`src/rtl/battle_pkg.sv`:
```
// battle_pkg: shared state encoding, move power table and cursor constants for the battle engine
package battle_pkg;
  typedef enum logic [3:0] {
    IDLE, PICK, MENU, MOVES, P_ATK, E_WAIT, E_ATK, WIN_WAIT, LOSE_WAIT, DONE
  } state_t;
  // Index 0 is the rightmost entry: powers 20,15,30,10,25,12,18,40 for moves 0..7
  localparam logic [7:0][7:0] MOVE_POWER = {8'd40, 8'd18, 8'd12, 8'd25, 8'd10, 8'd30, 8'd15, 8'd20};
  localparam logic CURSOR_FIGHT = 1'b0;
  localparam logic CURSOR_RUN = 1'b1;
endpackage

```
`src/rtl/sat_sub.sv`:
```
// sat_sub: unsigned subtract floored at zero
module sat_sub #(
  parameter int W = 8
) (
  input  logic [W-1:0] a,
  input  logic [W-1:0] b,
  output logic [W-1:0] y
);
  assign y = a > b ? a - b : '0;
endmodule

```
`src/rtl/battle_engine.sv`:
```
// battle_engine: turn-based battle controller (menu, move select, damage, enemy turn, outcome)
module battle_engine
  import battle_pkg::*;
#(
  parameter int HP_W = 8,
  parameter int MAX_HP = 100,
  parameter int NUM_MOVES = 4,
  parameter int ENEMY_DMG = 10,
  parameter int ENEMY_FRAMES = 20,
  parameter int END_FRAMES = 15,
  parameter int XP_GAIN = 50,
  parameter int NUM_ENEMIES = 15
) (
  input  logic                         clk_in,
  input  logic                         rst_in,
  input  logic                         frame_tick,
  input  logic                         start,
  input  logic                         left_in,
  input  logic                         right_in,
  input  logic                         up_in,
  input  logic                         down_in,
  input  logic                         select,
  input  logic [HP_W-1:0]              health_in,
  input  logic [HP_W-1:0]              xp_in,
  input  logic [7:0]                   rand_in,
  output logic                         rng_en,
  output logic [3:0]                   state_out,
  output logic                         cursor_out,
  output logic [$clog2(NUM_MOVES)-1:0] move_idx,
  output logic [3:0]                   enemy_sel,
  output logic [HP_W-1:0]              health_out,
  output logic [HP_W-1:0]              enemy_hp,
  output logic [HP_W-1:0]              xp_out,
  output logic                         won,
  output logic                         lost,
  output logic                         ran,
  output logic                         done_out
);
  localparam int MW = $clog2(NUM_MOVES);
  localparam int CW = $clog2((ENEMY_FRAMES > END_FRAMES ? ENEMY_FRAMES : END_FRAMES) + 1);
  state_t state, state_n;
  logic [CW-1:0] cnt, cnt_n;
  logic [MW-1:0] move_n, move_inc, move_dec;
  logic [3:0] enemy_sel_n;
  logic [HP_W-1:0] health_n, enemy_hp_n, xp_n, e_dmg, p_dmg, e_left, p_left;
  logic [HP_W:0] xp_sum;
  logic cursor_n, won_n, lost_n, ran_n, done_n, rng_n;
  logic unused_rand;
  assign unused_rand = ^rand_in[7:4];
  assign state_out = state;
  assign e_dmg = HP_W'(MOVE_POWER[3'(move_idx)]) + HP_W'(rand_in[1:0]);
  assign p_dmg = HP_W'(ENEMY_DMG) + HP_W'(rand_in[3:2]);
  assign xp_sum = {1'b0, xp_out} + (HP_W+1)'(XP_GAIN);
  assign move_inc = move_idx == MW'(NUM_MOVES - 1) ? '0 : move_idx + 1'b1;
  assign move_dec = move_idx == '0 ? MW'(NUM_MOVES - 1) : move_idx - 1'b1;
  sat_sub #(.W(HP_W)) u_enemy_sub (.a(enemy_hp), .b(e_dmg), .y(e_left));
  sat_sub #(.W(HP_W)) u_player_sub (.a(health_out), .b(p_dmg), .y(p_left));
  always_comb begin
    state_n = state;
    cnt_n = cnt;
    cursor_n = cursor_out;
    move_n = move_idx;
    enemy_sel_n = enemy_sel;
    health_n = health_out;
    enemy_hp_n = enemy_hp;
    xp_n = xp_out;
    won_n = won;
    lost_n = lost;
    ran_n = ran;
    done_n = done_out;
    rng_n = rng_en;
    // Losing start mid-battle counts as fleeing; everything else is left as-is
    if (state != IDLE && state != DONE && !start) begin
      state_n = IDLE;
      ran_n = 1'b1;
      rng_n = 1'b1;
    end else begin
      case (state)
        IDLE: if (start) begin
          state_n = PICK;
          health_n = health_in;
          enemy_hp_n = HP_W'(MAX_HP);
          xp_n = xp_in;
          {won_n, lost_n, ran_n, done_n} = '0;
          cursor_n = CURSOR_FIGHT;
          move_n = '0;
          rng_n = 1'b1;
        end
        PICK: if ({1'b0, rand_in[3:0]} < 5'(NUM_ENEMIES)) begin
          enemy_sel_n = rand_in[3:0];
          rng_n = 1'b0;
          cnt_n = '0;
          state_n = health_out == '0 ? LOSE_WAIT : MENU;
        end
        MENU: if (frame_tick) begin
          cursor_n = right_in ? CURSOR_RUN : left_in ? CURSOR_FIGHT : cursor_out;
          if (select && cursor_out == CURSOR_FIGHT) state_n = MOVES;
          if (select && cursor_out == CURSOR_RUN) begin
            state_n = DONE;
            ran_n = 1'b1;
            done_n = 1'b1;
            rng_n = 1'b1;
          end
        end
        MOVES: if (frame_tick) begin
          move_n = (down_in && !up_in) ? move_inc : (up_in && !down_in) ? move_dec : move_idx;
          state_n = select ? P_ATK : left_in ? MENU : MOVES;
        end
        P_ATK: if (frame_tick) begin
          enemy_hp_n = e_left;
          cnt_n = '0;
          state_n = e_left == '0 ? WIN_WAIT : E_WAIT;
        end
        E_WAIT: if (frame_tick) begin
          cnt_n = cnt + 1'b1;
          if (cnt == CW'(ENEMY_FRAMES - 1)) state_n = E_ATK;
        end
        E_ATK: if (frame_tick) begin
          health_n = p_left;
          cnt_n = '0;
          state_n = p_left == '0 ? LOSE_WAIT : MENU;
        end
        WIN_WAIT, LOSE_WAIT: if (frame_tick) begin
          cnt_n = cnt + 1'b1;
          if (cnt == CW'(END_FRAMES - 1)) begin
            state_n = DONE;
            done_n = 1'b1;
            rng_n = 1'b1;
            won_n = state == WIN_WAIT;
            lost_n = state == LOSE_WAIT;
            if (state == WIN_WAIT) xp_n = xp_sum[HP_W] ? '1 : xp_sum[HP_W-1:0];
          end
        end
        DONE: if (!start) begin
          state_n = IDLE;
          done_n = 1'b0;
        end
        default: state_n = IDLE;
      endcase
    end
  end
  always_ff @(posedge clk_in) begin
    if (rst_in) begin
      state <= IDLE;
      cnt <= '0;
      cursor_out <= CURSOR_FIGHT;
      move_idx <= '0;
      enemy_sel <= '0;
      health_out <= health_in;
      enemy_hp <= HP_W'(MAX_HP);
      xp_out <= xp_in;
      {won, lost, ran, done_out} <= '0;
      rng_en <= 1'b1;
    end else begin
      state <= state_n;
      cnt <= cnt_n;
      cursor_out <= cursor_n;
      move_idx <= move_n;
      enemy_sel <= enemy_sel_n;
      health_out <= health_n;
      enemy_hp <= enemy_hp_n;
      xp_out <= xp_n;
      won <= won_n;
      lost <= lost_n;
      ran <= ran_n;
      done_out <= done_n;
      rng_en <= rng_n;
    end
  end
endmodule
```
`config.mk`:
```
export PLATFORM = sky130hd
export DESIGN_NAME = battle_engine
export DESIGN_NICKNAME = d
export VERILOG_FILES = /design/src/rtl/battle_pkg.sv /design/src/rtl/sat_sub.sv /design/src/rtl/battle_engine.sv
export SDC_FILE = /design/constraint.sdc
export NUM_CORES = 1
export LEC_CHECK = 0
export ABC_CLOCK_PERIOD_IN_PS = 3500
export CAP_MARGIN = 20
export CORE_AREA = 2 2 114 116
export CTS_BUF_LIST = sky130_fd_sc_hd__clkbuf_4 sky130_fd_sc_hd__clkbuf_8
export CTS_CLUSTER_SIZE = 20
export DETAILED_ROUTE_END_ITERATION = 8
export DIE_AREA = 0 0 116 118
export GPL_TIMING_DRIVEN = 0
export PLACE_DENSITY = 0.58
export RECOVER_POWER = 25
export SLEW_MARGIN = 15
export SYNTH_ARGS = -nofsm -noshare
export SYNTH_HDL_FRONTEND = slang
export SYNTH_HIERARCHICAL = 1
export SYNTH_SLANG_ARGS = --single-unit
export TNS_END_PERCENT = 50
```
`constraint.sdc`:
```
create_clock -name clk_in -period 3.5 [get_ports clk_in]
set_input_delay 0.35 -clock clk_in [delete_from_list [all_inputs] [get_ports clk_in]]
set_output_delay 0.35 -clock clk_in [all_outputs]
set_load 0.1 [all_outputs]
```
; Yosys cells after proc, flatten, opt, wreduce, memory -nomap -nowiden
; Index checks and enable logic that the tools add are counted.
[classes]
addsub = 8
multipliers = 0
div_mod_pow = 0
n_lt_le_gt_ge = 4
n_eq_ne = 39
n_shift = 0
mux = 72
n_bitwise = 2
reduce_logical = 41
[ops]
columns = op, count
row1 = 8-bit 2-to-1 mux, 16
row2 = 4-bit 2-to-1 mux, 15
row3 = 8-bit one-hot mux with 2 select lines, 3
row4 = 4-bit one-hot mux with 9 select lines, 1
row5 = "3-bit != test, second input constant", 11
row6 = "2-bit != test, second input constant", 13
row7 = 8-bit zero test, 3
row8 = 5-bit AND reduction, 4
row9 = 1-bit 2-to-1 mux, 17
row10 = 8-bit binary-select mux with 2-bit select, 1
row11 = "4-bit by 3-bit equality test with 1-bit output, second input constant", 4
row12 = 5-bit 2-to-1 mux, 3
row13 = 5-bit one-hot mux with 3 select lines, 1
row14 = 2-bit 2-to-1 mux, 7
row15 = 12-bit AND reduction, 1
row16 = 4-bit AND reduction, 3
row17 = 3-bit nonzero test, 4
row18 = 4-bit nonzero test, 3
row19 = "8-bit by 6-bit adder with 9-bit output, second input constant", 1
row20 = 8-bit by 2-bit adder with 8-bit output, 1
row21 = "4-bit by 2-bit equality test with 1-bit output, second input constant", 2
row22 = "4-bit equality test, second input constant", 2
row23 = 8-bit by 5-bit greater-than comparator with 1-bit output, 1
row24 = 8-bit greater-than comparator, 1
row25 = 30 further kinds, 48
[word_totals]
regBits = 45
latch_bits = 0
ramBits = 0
romBits = 0
output_inout_bits = 40
word_cells = 179
mem_count = 0

; Depth between registers and ports, before layout
[logic_depth]
ltp_word = 9
ltp_mapped = 18
depth_no_buf = 18

; By module
; Netlist, hierarchy kept.
[by_module_without_submodules]
columns = module, instances, cells_per_inst, area_per_inst_um2, seq_area_each_um2
row1 = battle_engine, 1, 331, 2875.3, 1061.0
row2 = sat_sub, 2, 60, 400.4, 0.0

; Worst setup path after synthesis
; OpenSTA, ideal clock, no wires.
[synth_path]
path_kind = register -> register
from = reg move_idx[1]
to = reg state[1] (netlist: state_out[1])
arrival_ps = 3937
required_time_ps = 3371
slack_ps = -566
stages_incl_launch_ff = 17
cell_sequence = dfxtp_1 -> inv_1 -> ha_1 -> ha_1 -> fa_1 -> xnor2_1 -> inv_1 -> ha_1 -> a21o_1 -> a311o_1 -> a21oi_2 -> xor2_1 -> nor2_1 -> nor4_1 -> a311o_1 -> o211ai_1 -> mux2i_1
[synth_between]
elab_chain_len = 9
[synth_lines]
columns = element, line
row1 = "start, declared", battle_engine.sv:29  ; output logic [$clog2(NUM_MOVES)-1:0] move_idx,
row2 = "start signal, assigned", battle_engine.sv:158  ; move_idx <= move_n;
row3 = 8-bit binary-select mux with 2-bit select (*), battle_engine.sv:51  ; assign e_dmg = HP_W'(MOVE_POWER[3'(move_idx)]) + HP_W'(rand_in[1:0]);
row4 = 8-bit 2-to-1 mux (not written as such) (*), battle_engine.sv:51
row5 = 8-bit by 2-bit adder with 8-bit output (*), battle_engine.sv:51
row6 = named net e_dmg[2], battle_engine.sv:45  ; logic [HP_W-1:0] health_n, enemy_hp_n, xp_n, e_dmg, p_dmg, e_left, p_left;
row7 = 8-bit subtractor / 8-bit greater-than comparator (equally long branches), sat_sub.sv:9  ; assign y = a > b ? a - b : '0;
row8 = 8-bit 2-to-1 mux (*), sat_sub.sv:9
row9 = named net e_left[6], battle_engine.sv:45
row10 = 8-bit zero test (*), battle_engine.sv:112  ; state_n = e_left == '0 ? WIN_WAIT : E_WAIT;
row11 = 2-bit 2-to-1 mux (*), battle_engine.sv:112
row12 = 4-bit 2-to-1 mux (*), battle_engine.sv:109  ; P_ATK: if (frame_tick) begin
row13 = 4-bit one-hot mux with 9 select lines (*), battle_engine.sv:78  ; case (state)
row14 = "end signal, assigned", battle_engine.sv:155  ; state <= state_n;
row15 = "end, declared", battle_engine.sv:41  ; state_t state, state_n;
; Mark *: on every way through the listed nets, which the timed path passes. The rest lies on a longest branch. The select of a mux whose other input is x is not followed.
; A chain may end at the register's enable or synchronous reset.

; Worst setup path in the final report
; Ends and elaborated chain as after synthesis.

==> out/results.ini <==
[clock_network]
clockRootBuffer=clkbuf_8
cts.sinks=45
clockBufferDepth=2
cts-htree-levels=2
cts.clk_slew.worst_paths_ns=0.09
cts_tree=yes
cts_made_buffers=5
cts_hold_buffers=0
clk_latency_ns=0.31

[synth]
ys_ff_latch=45
synthesis.instances=451
yosysUniqueCellTypes=67
synthAdderAreaFrac=0.1048
syn-cell-area_mm2=0.003676
synthSimpleGateAreaFrac=0.2485
avgSynthCellArea_um2=8.151
ys.flop_type=dfxtp_1
synth-compound-area-share=0.2165
synth_top_family_by_area=simple AND/OR/NAND/NOR gates
synth-seq-area-share=0.2886
async_flop_share=0
synth-edff-count=16
yosys_warnings=6
synth-xor-area-share=0.03097
synth.area.mux_share=0.04935

[floorplan]
ios=73
num_rows=41
initial_utilization=0.2961
die_x_um=116
coreArea_mm2=0.01241
die_y_um=118
dieArea_mm2=0.01369

[critical_path]
r2r_end=state_out[1]
startpoint=move_idx[1]
worstPathArrival_ns=3.80
r2r_cells=15
critPathMaxFanout=2
timing.rr.start=move_idx[1]
cp-end-kind=flip-flop
crit_end=state_out[1]
start_kind=flip-flop
crit_required_ns=3.74
ff2ff_setup_slack_ns=-0.06
crit_type=flip-flop to flip-flop

[global_route]
grt_pass1_vias=3481
overflow=0
grt_pass1_wl_um=17510
antenna_found_initial=0
grt_max_degree=16
track_usage=0.1581

[layout]
multi_input_area_mm2=0.002560
diodes=0
syn_to_final_growth_pct=33.90
drive_above_1_share=0.1152
fin_nets=599
fill_cells=1280
area.sequential_mm2=0.001069

[power_and_ir_drop]
powerDensity_mw_per_mm2=596.7
peakVddDrop_mv=0.3232
p_leak_nw=1.790

[detailed_routing]
routed-via-count=3594
wl_per_cell_um=14.88
wl_um=10560
drt_first_pass_iters=4
drt_iter0_drc=288
drcViolationCount=0
via_per_inst=5.062
drtAntennaViolNets=0

[timing]
setup_viol=1
setup_tns_ns=-0.05646
rsz0062_at_grt=true
post-route-period-util=1.016
setup_ws_ns=-0.05646
maxSlewHeadroom=0.3336
drv_slew=0
final-hold-violation-count=0
whs_ns=0.4316
worst_pin_slew_ns=0.9964
fmaxAchievable_mhz=281.2
worst_clock_skew_ns=0.005994
period_minus_slack_ns=3.556

[outcome]
violations=setup timing
outcome=finished with violations

[place]
gp_congestion=0.9256
pre_cts_ws_ns=-0.4769
dp_hpwl_um=8145
numPortBuffers=67

[min_path]
holdCritStartpoint=rand_in[0]
hold_class=input port to flip-flop

[run]
max-cap-violations=0

## per-stage QoR
stage                     area (um^2)  power (mW)  utilization  instances
after floorplan                  3707       1.943            -        456
after global routing             4922       3.109       0.3965        710
after detailed placement         4593       2.330       0.3700        695
final                            4922       2.937       0.3965        710
after global placement           4593       2.320       0.3700        695
after CTS                        4836       2.881       0.3895        707
## what timing repair did
item | CTS | global route
setup buffers | 4 | 2
gates resized for setup | 14 | 13
endpoints found under the setup margin | 1 | 1
pin swaps | 13 | 13
## power by group
group          switching [mW]  internal [mW]  leakage, nW
registers              0.0623          0.623        0.398
logic                    1.19          0.579         1.32
clock network           0.198          0.288       0.0687
## state kept, by name, summed over array words and instances (netlist names)
| name | count |
|---|---|
| cnt | 5 |
| health_out | 8 |
| won | 1 |
| enemy_sel | 4 |
| move_idx | 2 |
| done_out | 1 |
| xp_out | 8 |
| enemy_hp | 8 |
| state_out | 4 |
| cursor_out | 1 |
| ran | 1 |
| rng_en | 1 |
| lost | 1 |
## layer usage
layer | GRT usage | routed length [um] | vias to the layer above
li1 | - | - | 1798
met1 | 0.2175 | 4913 | 1691
met2 | 0.2573 | 4928 | 90
met3 | 0.02317 | 520 | 15
met4 | 0.04167 | 200 | 0
met5 | 0 | 0 | -
## kinds of logic (layout without fill, tap and decap cells)
kind of cell,Yosys count,count (layout)
adders and majority gates,29,29
muxes,17,17
xor gates and xnor gates,13,13
other,2,7
and+or+nand+nor,177,177
DFF,45,45
AOI/OAI and AO/OA,115,115
buffers and inverters,53,135
## area by class of cell
class	instances	area share
well taps	172	0.04372
repair buffers	74	0.1469
flip-flops and latches	45	0.2171
inverters	34	0.02644
multi-input cells	358	0.5201
plain buffers	19	0.01779
clock inverters	3	0.01398
clock buffers	5	0.01398
## how the worst min path moves through the flow
stage | to | slack, ns | depth (start not counted)
2_1_floorplan | cnt[1] | 0.47 | 2
3_3_place_gp | cnt[4] | 0.48 | 2
3_5_place_dp | enemy_hp[4] | 0.48 | 2
4_1_cts | enemy_hp[0] | 0.50 | 2
5_1_grt | enemy_sel[0] | 0.48 | 3
6_report | enemy_sel[0] | 0.43 | 3
## placed cells by master (no fill, tap or decap), drive strengths merged, types with 6 or more instances in the layout
cell type and n:
buf 11, nor2 50, nand2b 16, nand2 33, or3 7, inv 35, xnor2 6, ha 26
o21ai 23, dlygate4sd3 9, nor4 7, edfxtp 16, conb 7, clkbuf 20, mux2i 8, dfxtp 29
nand4 7, a21oi 33, nor3 18, a211oi 9, mux2 9, o21a 6, xor2 7, nand3 11
clkdlybuf4s50 57
## Yosys cell counts (all sizes together) (8+ instances only)
library cell | instances | area, um^2
ha | 26 | 325.3
a21oi | 33 | 183.9
dfxtp | 29 | 580.6
nor2 | 50 | 190.2
a211oi | 9 | 67.56
mux2 | 9 | 101.4
inv | 34 | 127.6
edfxtp | 16 | 480.5
nand2b | 16 | 100.1
nand3 | 11 | 55.05
nor3 | 18 | 95.09
nand2 | 33 | 123.9
o21ai | 23 | 115.1
clkbuf | 13 | 48.80
mux2i | 8 | 80.08
## worst max-delay path, stage by stage (launching register included)
cell	delay, ns
dfxtp_4	0.37
inv_4	0.04
ha_4	0.15
ha_4	0.16
fa_2	0.54
inv_2	0.05
fa_2	0.36
a21o_1	0.19
a311o_1	0.38
a21oi_2	0.18
xor2_1	0.18
nor2_1	0.08
nor4_2	0.31
a311o_1	0.26
o211ai_1	0.10
mux2i_1	0.16
No activity file was read; power rests on OpenSTA's default activity.
